## src/rtl/mux_4to1_if.sv

```systemverilog
// Bundles the four data inputs, the select bits, the load strobe and the three
// mux outputs for mux_4to1. The master drives the data and selects; the slave is the mux.
interface mux_4to1_if #(
  parameter int WIDTH = 1
);
  logic [WIDTH-1:0] i0;
  logic [WIDTH-1:0] i1;
  logic [WIDTH-1:0] i2;
  logic [WIDTH-1:0] i3;
  logic             sel1;
  logic             sel2;
  logic             load;
  logic [WIDTH-1:0] y;
  logic [WIDTH-1:0] y_q;
  logic [1:0]       sel_q;

  modport master (
    output i0, i1, i2, i3, sel1, sel2, load,
    input  y, y_q, sel_q
  );

  modport slave (
    input  i0, i1, i2, i3, sel1, sel2, load,
    output y, y_q, sel_q
  );
endinterface

```

## src/rtl/mux_4to1.sv

```systemverilog
// Parameterised 4:1 selector with a zero-latency combinational output and a
// load-enabled registered copy (plus the select that produced it).
module mux_4to1 #(
  parameter int               WIDTH   = 1,
  parameter logic [WIDTH-1:0] RST_VAL = '0
) (
  input  logic        clk,
  input  logic        rst_n,
  mux_4to1_if.slave   bus
);

  logic [1:0]       w_sel;
  logic [WIDTH-1:0] w_y;
  logic [WIDTH-1:0] r_yQ;
  logic [1:0]       r_selQ;

  assign w_sel = {bus.sel1, bus.sel2};

  // An unknown select yields all-X in simulation; synthesis treats it as don't-care.
  always_comb begin
    w_y = 'x;
    case (w_sel)
      2'b00:   w_y = bus.i0;
      2'b01:   w_y = bus.i1;
      2'b10:   w_y = bus.i2;
      2'b11:   w_y = bus.i3;
      default: w_y = 'x;
    endcase
  end

  always_ff @(posedge clk) begin
    if (!rst_n) begin
      r_yQ   <= RST_VAL;
      r_selQ <= 2'b00;
    end else if (bus.load) begin
      r_yQ   <= w_y;
      r_selQ <= w_sel;
    end
  end

  assign bus.y     = w_y;
  assign bus.y_q   = r_yQ;
  assign bus.sel_q = r_selQ;

endmodule

```

## src/flat_wrapper.sv

```systemverilog
// flat-port wrapper written by rule: the top's interface ports become plain ports
module mux_4to1_flat 
#(
  parameter int               WIDTH   = 1,
  parameter logic [WIDTH-1:0] RST_VAL = '0
)
  (clk, rst_n, bus_i0, bus_i1, bus_i2, bus_i3, bus_sel1, bus_sel2, bus_load, bus_y, bus_y_q, bus_sel_q);
  mux_4to1_if #(.WIDTH(WIDTH)) bus_i ();
  input  logic clk;
  input  logic rst_n;
  input wire logic [$bits(bus_i.i0)-1:0] bus_i0;
  input wire logic [$bits(bus_i.i1)-1:0] bus_i1;
  input wire logic [$bits(bus_i.i2)-1:0] bus_i2;
  input wire logic [$bits(bus_i.i3)-1:0] bus_i3;
  input wire logic [$bits(bus_i.sel1)-1:0] bus_sel1;
  input wire logic [$bits(bus_i.sel2)-1:0] bus_sel2;
  input wire logic [$bits(bus_i.load)-1:0] bus_load;
  output wire logic [$bits(bus_i.y)-1:0] bus_y;
  output wire logic [$bits(bus_i.y_q)-1:0] bus_y_q;
  output wire logic [$bits(bus_i.sel_q)-1:0] bus_sel_q;
  assign bus_i.i0 = bus_i0;
  assign bus_i.i1 = bus_i1;
  assign bus_i.i2 = bus_i2;
  assign bus_i.i3 = bus_i3;
  assign bus_i.sel1 = bus_sel1;
  assign bus_i.sel2 = bus_sel2;
  assign bus_i.load = bus_load;
  assign bus_y = bus_i.y;
  assign bus_y_q = bus_i.y_q;
  assign bus_sel_q = bus_i.sel_q;
  mux_4to1 #(.WIDTH(WIDTH), .RST_VAL(RST_VAL)) u_core (.clk(clk), .rst_n(rst_n), .bus(bus_i));
endmodule
```

## config.mk

```make
export PLATFORM = sky130hd
export DESIGN_NAME = mux_4to1_flat
export DESIGN_NICKNAME = d
export VERILOG_FILES = /design/src/rtl/mux_4to1_if.sv /design/src/rtl/mux_4to1.sv /design/src/flat_wrapper.sv
export SDC_FILE = /design/constraint.sdc
export NUM_CORES = 1
export LEC_CHECK = 0
export CORE_AREA = 2 2 39 41
export CTS_CLUSTER_DIAMETER = 120
export DETAILED_ROUTE_END_ITERATION = 16
export DIE_AREA = 0 0 41 43
export PLACE_DENSITY = 0.48
export SYNTH_ARGS = -nofsm -noshare
export SYNTH_HDL_FRONTEND = slang
export SYNTH_SLANG_ARGS = --single-unit
```

## constraint.sdc

```tcl
create_clock -name clk -period 0.8 [get_ports clk]
set_input_delay 0.24 -clock clk [delete_from_list [all_inputs] [get_ports clk]]
set_output_delay 0.24 -clock clk [all_outputs]
set_load 0.05 [all_outputs]
```

; Yosys cells after proc, flatten, opt, wreduce, memory -nomap -nowiden
; Cells that the tools add are included.
[totals]
out_inout_bits = 4
ff_bits = 3
inputBits = 9
elab_cells = 7
[classes]
mux = 1
n_eq_ne = 3
n_reduce_logical = 1
[op_table]
columns = operator, count
row1 = $eq 2x2->1 const B, 2
row2 = $pmux 1 s4, 1
row3 = $eq 2x1->1 const B, 1
row4 = $logic_not 2->1, 1

; Longest topological paths before layout
; Gate-level depths: netlist of run 1.
[depth]
depth_word = 2
mapped_depth = 2
depth_no_buf = 2

; Least setup slack after synthesis of run 1
; Ideal clock, no wire load.
[synth_path]
path_kind = input port to output port
start = in bus_sel2
end = out bus_y
path_buffers = 0
cell_stages = 2
setup_slack_ns = -0.614
arrival_time_ns = 1.174
t_required_ns = 0.560
cell_sequence = mux2i_1 > mux2i_1
[synth_between]
elab_chain_len = 2
word_cells_on_any_way = 5
classes_between = eq/ne: 3 / mux: 1 / reduce/logical: 1
[synth_rtl]
columns = element, line_no
row1 = "start, declared", flat_wrapper.sv:16  ; input wire logic [$bits(bus_i.sel2)-1:0] bus_sel2;
row2 = "$eq 2x2->1, or another cell as far along", mux_4to1.sv:22  ; case (w_sel)
row3 = $pmux 1 s4 (*), mux_4to1.sv:22
row4 = "end, declared", flat_wrapper.sv:18  ; output wire logic [$bits(bus_i.y)-1:0] bus_y;
; Mark *: on every way between the ends. The rest lies on a longest branch, timed or not.

; Final worst setup path of run 1
[layout_path]
start = in bus_i2
end = out bus_y
[layout_between]
elab_chain_len = 1
[layout_rtl]
columns = element, line_no
row1 = "start, declared", flat_wrapper.sv:13  ; input wire logic [$bits(bus_i.i2)-1:0] bus_i2;
row2 = $pmux 1 s4, mux_4to1.sv:22
; No other way between the ends.

==> metrics.md, run 1 <==
| Metric | Value |
|---|---|
| Dpl ws | -0.898 ns |
| CP required | 0.56 ns |
| Largest family of logic cells by synthesized area | multiplexers |
| Total Wirelength | 496 µm |
| Dpl hpwl | 394 µm |
| Worst r2r path cells | 2 |
| Iteration count of the initial detailed-routing pass | 2 |
| Global-route wire length before repair | 759 µm |
| Synth Cell Area | 151 µm² |
| Count of final setup violators | 4 |
| Num rows | 14 |
| Worst skew pair latency | 0.23 ns |
| Area of the multi-input gates | 129 µm² |
| Reg2reg setup slack | 0.16 ns |
| Complex-gate fraction of the synthesized area | 0.0579 |
| Kind of critical path | in2out |
| Yosys top cell by area | dfxtp_1 |
| #FFs+latches synth | 3 |
| Worst Setup EP | bus_y |
| WP depth | 4 |
| GRT busiest layer | met1 |
| DRT antenna net count | 0 |
| Sequential share of the synthesized area | 0.397 |
| CP max FO | 2 |
| Syn Inst Count | 14 |
| Core area | 0.00138 mm² |
| CP peak stage delay | 0.20 ns |
| Status | finished, violations left |
| Min Hold Slack | 0.296 ns |
| Final core occ | 0.284 |
| Final WS setup | -0.297 ns |
| Total track usage | 0.0693 |
| Clock power frac | 0.406 |
| Worst path bufs/invs | 2 |
| Met3 Track Usage GR | 0.0471 |
| Chip height | 43 µm |
| Clock sink count | 3 |
| Hold buffers post-CTS | 0 |
| Comb pwr share | 0.330 |
| Minimum clock period | 1.10 ns |
| Worst hold path class | in2reg |
| DRT iter0 DRCs | 1 |
| Max Cap Violations | 0 |
| Met1 usage | 0.0839 |
| CTS tree | built |
| Largest net degree at the start of global routing | 6 |
| Routed len/inst | 10.6 µm |
| Max VDD drop | 588 µV |
| Initial antenna violation count | 0 |
| Area Growth Syn to Fin | 160% |
| XOR/XNOR Fraction of Synth Area | 0 |
| GR Overflow Total | 0 |
| Cell Area, Placed | 347 µm² |
| Top-area cell type share of the netlist area | 0.397 |
| Psw | 0.000191 W |
| Crit path DAT | 0.86 ns |
| Simple-gate share of the synthesized area | 0.215 |
| Die W | 41 µm |
| Crit path launch | bus_i2 |
| Non-filler cells, final | 47 |
| Placed Cells | 43 |
| Worst-path clk slew | 0.04 ns |
| Clock tree root buffer cell | clkbuf_4 |
| Reg2reg start | u_core.bus.y_q |
| Register area | 63.8 µm² |
| CP max-delay cell | clkdlybuf4s15_2 |
| Relative slew slack | 0.872 |
| Htree depth | 1 |
| Worst Tran Pin Value | 0.188 ns |
| Top Ports | 13 |
| Clock Tree Buf Depth | 2 |
| Leak | 0.156 nW |
| Port-buffer cells | 12 |
| Most frequent cells in the layout | buf_12 (4), mux2i_4 (3), clkbuf_4 (3), buf_2 (3), dfxtp_2 (3) |
| WHS Path Cells | 3 |
| Final Net Count | 41 |
| PwrDens | 1670 mW/mm² |
| Commonest non-fill, non-tap cell in the layout | buf_12 |
| Final Hold Vio Count | 0 |
| Die area | 0.00176 mm² |
| RR Endpoint | u_core.bus.y_q |
| Starting Density | 0.109 |
| Vias in the first global route | 189 |
| Layout cells sized above 1 | 0.645 |
| Final worst-path cycle share | 1.37 |
| Synth cell types | 6 |
| CP Launch Type | input pin |
| Clock skew | 0 ns |
| TritonCTS buffer count | 3 |
| DRC violation count after routing | 0 |
| Fill count | 153 |
| Cell mode on critical path | mux2i_4 |
| Family with the most delay on the worst path | buffers and inverters |
| DR vias/cell | 3.81 |
| Yosys warning total | 0 |
| Final Cell Area | 393 µm² |
| # diodes | 0 |
| Net Sw Frac | 0.291 |
| Seq pwr share | 0.264 |
| Pint | 0.000465 W |
| GR Util met2 | 0.0781 |
| Mux contribution to synthesized area | 0.331 |
| CP Cell Sequence | clkdlybuf4s15_2 -> mux2i_4 -> mux2i_4 -> buf_6 |
| Fmax | 0.911 GHz |
| Max Slew Vio Count | 0 |
| RSZ-0062 raised after global routing | true |
| Synth Area in Adders | 0 |
| Syn Area/Cell | 10.8 µm² |
| Vias | 179 |
| Syn nets | 23 |
| Placer Congestion | 0.625 |
| Top post-synthesis cells by area | dfxtp_1 (40%), mux2i_1 (33%), nand3b_1 (9.9%) |
| CP Capture Type | primary output |
| Failing checks | negative setup slack |
==> cell type report <==
type                       count  share of cell area
timing repair buffer          13               0.392
multi-input combinational     11               0.328
sequential                     3               0.162
clock buffer                   4              0.0669
tap                           16              0.0510
==> layer usage <==
layer	vias up	part of all wire	routed length [µm]
met1	78	0.41	205
met5	-	0	0
met4	0	0.012	6
met2	13	0.40	200
met3	2	0.17	84
li1	86	-	-
==> cell families (layout without fill, tap and decap cells) <==
kind of cell,after synthesis,count (layout)
DFF,3,3
buffers and inverters,0,17
muxes,5,5
AOI/OAI and AO/OA,1,1
and+or+nand+nor,5,5
==> through the flow <==
step                setup TNS (ns)  power [W]
floorplan                   -0.204   0.000264
global placement             -2.34   0.000378
detailed placement           -2.43   0.000380
CTS                         -0.796   0.000673
global route                -0.843   0.000697
finish                      -0.746   0.000655
==> cell usage after synthesis (all sizes together) <==
library cell,instances
dfxtp,3
mux2i,5
nor2b,2
nand3b,2
o221ai,1
nand3,1
==> what timing repair did <==
| item | CTS | global route |
|---|---|---|
| gates resized for setup | 31 | 2 |
| setup buffers | 0 | 0 |
| gates cloned | 0 | 0 |
| endpoints found under the setup margin | 7 | 4 |
==> power groups by stage <==
stage / Clock (W) / Sequential, W / Combinational, W
6_report: 0.000266 / 0.000173 / 0.000216
5_1_grt: 0.000294 / 0.000174 / 0.000229
4_1_cts: 0.000283 / 0.000173 / 0.000217
3_5_place_dp: 0 / 0.000175 / 0.000205
3_3_place_gp: 0 / 0.000175 / 0.000202
2_1_floorplan: 0 / 0.000204 / 0.0000602
==> tightest hold or removal path, cell delays in order <==
cell and delay [ns]:
buf_12 0.09, mux2i_1 0.06, nor2b_1 0.10
==> registers in the layout, summed over array words and instances, names as in the netlist <==
register and flops:
u_core.bus.sel_q 2, u_core.bus.y_q 1
==> worst min path at each step <==
stage,start,to
global placement,u_core.bus.y_q,u_core.bus.y_q
global route,bus_sel2,u_core.bus.sel_q[0]
detailed placement,u_core.bus.y_q,u_core.bus.y_q
floorplan,rst_n,u_core.bus.sel_q[0]
finish,bus_sel2,u_core.bus.sel_q[0]
CTS,bus_sel2,u_core.bus.sel_q[0]
No activity file was read; power rests on OpenSTA's default activity.
==> inputs of run 2 (changes only) <==
--- a/config.mk
+++ b/config.mk
@@ -10,6 +10,7 @@
 export DETAILED_ROUTE_END_ITERATION = 16
 export DIE_AREA = 0 0 41 43
 export PLACE_DENSITY = 0.48
+export SLEW_MARGIN = 20
 export SYNTH_ARGS = -nofsm -noshare
 export SYNTH_HDL_FRONTEND = slang
 export SYNTH_SLANG_ARGS = --single-unit
==> constraint.sdc (replaced) <==
create_clock -name clk -period 1.3 [get_ports clk]
set_input_delay 0.39 -clock clk [delete_from_list [all_inputs] [get_ports clk]]
set_output_delay 0.39 -clock clk [all_outputs]
set_load 0.05 [all_outputs]
==> metrics.md, run 2 (same netlist as run 1, synthesis figures left out) <==
| Metric | Value |
|---|---|
| Status | finished, violations left |
| Most frequent cells in the layout | buf_4 (7), buf_2 (5) |
| CP Capture Type | primary output |
| Initial antenna violation count | 0 |
| Global-route wire length before repair | 779 µm |
| WHS Path Cells | 2 |
| Max VDD drop | 466 µV |
| Clock sink count | 3 |
| Worst skew pair latency | 0.23 ns |
| Cell Area, Placed | 365 µm² |
| Total track usage | 0.0732 |
| Max FFs per register | 2 |
| Iteration count of the initial detailed-routing pass | 2 |
| Worst Tran Pin Value | 0.186 ns |
| PwrDens | 990 mW/mm² |
| DRT iter0 DRCs | 3 |
| Largest net degree at the start of global routing | 6 |
| Clock power frac | 0.392 |
| Final core occ | 0.303 |
| Min Hold Slack | 0.556 ns |
| Seq pwr share | 0.253 |
| DRC violation count after routing | 0 |
| Clock tree root buffer cell | clkbuf_4 |
| Total Wirelength | 496 µm |
| Max Cap Violations | 0 |
| Final Cell Area | 419 µm² |
| Worst r2r path cells | 2 |
| Dpl ws | -0.733 ns |
| Fmax | 0.716 GHz |
| Commonest non-fill, non-tap cell in the layout | buf_4 |
| Routed len/inst | 9.36 µm |
| Htree depth | 1 |
| Die area | 0.00176 mm² |
| Relative slew slack | 0.873 |
| TritonCTS buffer count | 3 |
| Top Ports | 13 |
| Crit path DAT | 1.01 ns |
| Layout cells sized above 1 | 0.622 |
| Num rows | 14 |
| Count of final setup violators | 1 |
| CTS tree | built |
| RSZ-0062 raised after global routing | true |
| CP Launch Type | input pin |
| Failing checks | negative setup slack |
| CP max FO | 3 |
| GR Overflow Total | 0 |
| Vias in the first global route | 218 |
| Clock Tree Buf Depth | 2 |
| Reg2reg setup slack | 0.66 ns |
| Placed Cells | 46 |
| Leak | 0.177 nW |
| Psw | 0.000119 W |
| Net Sw Frac | 0.286 |
| Kind of critical path | in2out |
| # diodes | 0 |
| Vias | 190 |
| Final WS setup | -0.0961 ns |
| Area Growth Syn to Fin | 177% |
| Chip height | 43 µm |
| Port-buffer cells | 12 |
| Final Net Count | 47 |
| Max Slew Vio Count | 0 |
| Clock skew | 0 ns |
| Final worst-path cycle share | 1.07 |
| DRT antenna net count | 0 |
| Starting Density | 0.109 |
| Worst-path clk slew | 0.03 ns |
| Die W | 41 µm |
| DR vias/cell | 3.58 |
| Final Hold Vio Count | 0 |
| Comb pwr share | 0.355 |
| CP required | 0.91 ns |
| Worst hold path class | reg2reg |
| Placer Congestion | 0.564 |
| Core area | 0.00138 mm² |
| Minimum clock period | 1.40 ns |
| Non-filler cells, final | 53 |
| Pint | 0.000296 W |
[run 2: cell count changes in the layout (fill, tap and decap cells not counted), sizes merged]
cell,change
buf,+8
dlygate4sd2,-2
clkdlybuf4s15,-2
clkdlybuf4s50,+2
[run 2: worst paths after layout]
check / endpoint / start
min reg2reg: u_core.bus.sel_q[1] / u_core.bus.sel_q[1]
min: u_core.bus.sel_q[1] / u_core.bus.sel_q[1]
max reg2reg: u_core.bus.y_q / u_core.bus.y_q
max: bus_y / bus_sel2
[run 2: layout make-up]
type,count,area [µm²]
Clock buffer,4,26.3
Sequential cell,3,60.1
Fill cell,147,965
Tap cell,16,20.0
Multi-Input combinational cell,11,129
Timing Repair Buffer,19,184
[run 2: layer usage]
metal | vias up | routed length (µm) | global-route usage
met4 | 0 | 0 | 0.0200
met3 | 0 | 90 | 0.0785
li1 | 99 | - | -
met5 | - | 0 | 0
met2 | 13 | 216 | 0.109
met1 | 78 | 189 | 0.0641
[run 2: through the flow]
| stage | power [W] | TNS, ns |
|---|---|---|
| after floorplan | 0.000161 | -0.00396 |
| after global placement | 0.000239 | -1.19 |
| after detailed placement | 0.000240 | -1.27 |
| after CTS | 0.000427 | -0.0956 |
| after global routing | 0.000442 | -0.120 |
| final | 0.000415 | -0.0961 |
[run 2: worst max-delay path, stage by stage]
cell and delay (ns):
buf_8 0.11, mux2i_4 0.19, mux2i_4 0.14, buf_6 0.18
[run 2: power by group through the flow]
stage | combinational (W) | clock, W | sequential [W]
after detailed placement | 0.000133 | 0 | 0.000107
after CTS | 0.000149 | 0.000173 | 0.000105
after global routing | 0.000157 | 0.000179 | 0.000106
after floorplan | 0.0000370 | 0 | 0.000124
final | 0.000147 | 0.000163 | 0.000105
after global placement | 0.000132 | 0 | 0.000107
[run 2: what timing repair did]
| action | in CTS | in global routing |
|---|---|---|
| buffers inserted | 3 | 0 |
| setup endpoints to repair | 2 | 1 |
| hold buffers | 0 | 0 |
| resized for setup | 32 | 0 |
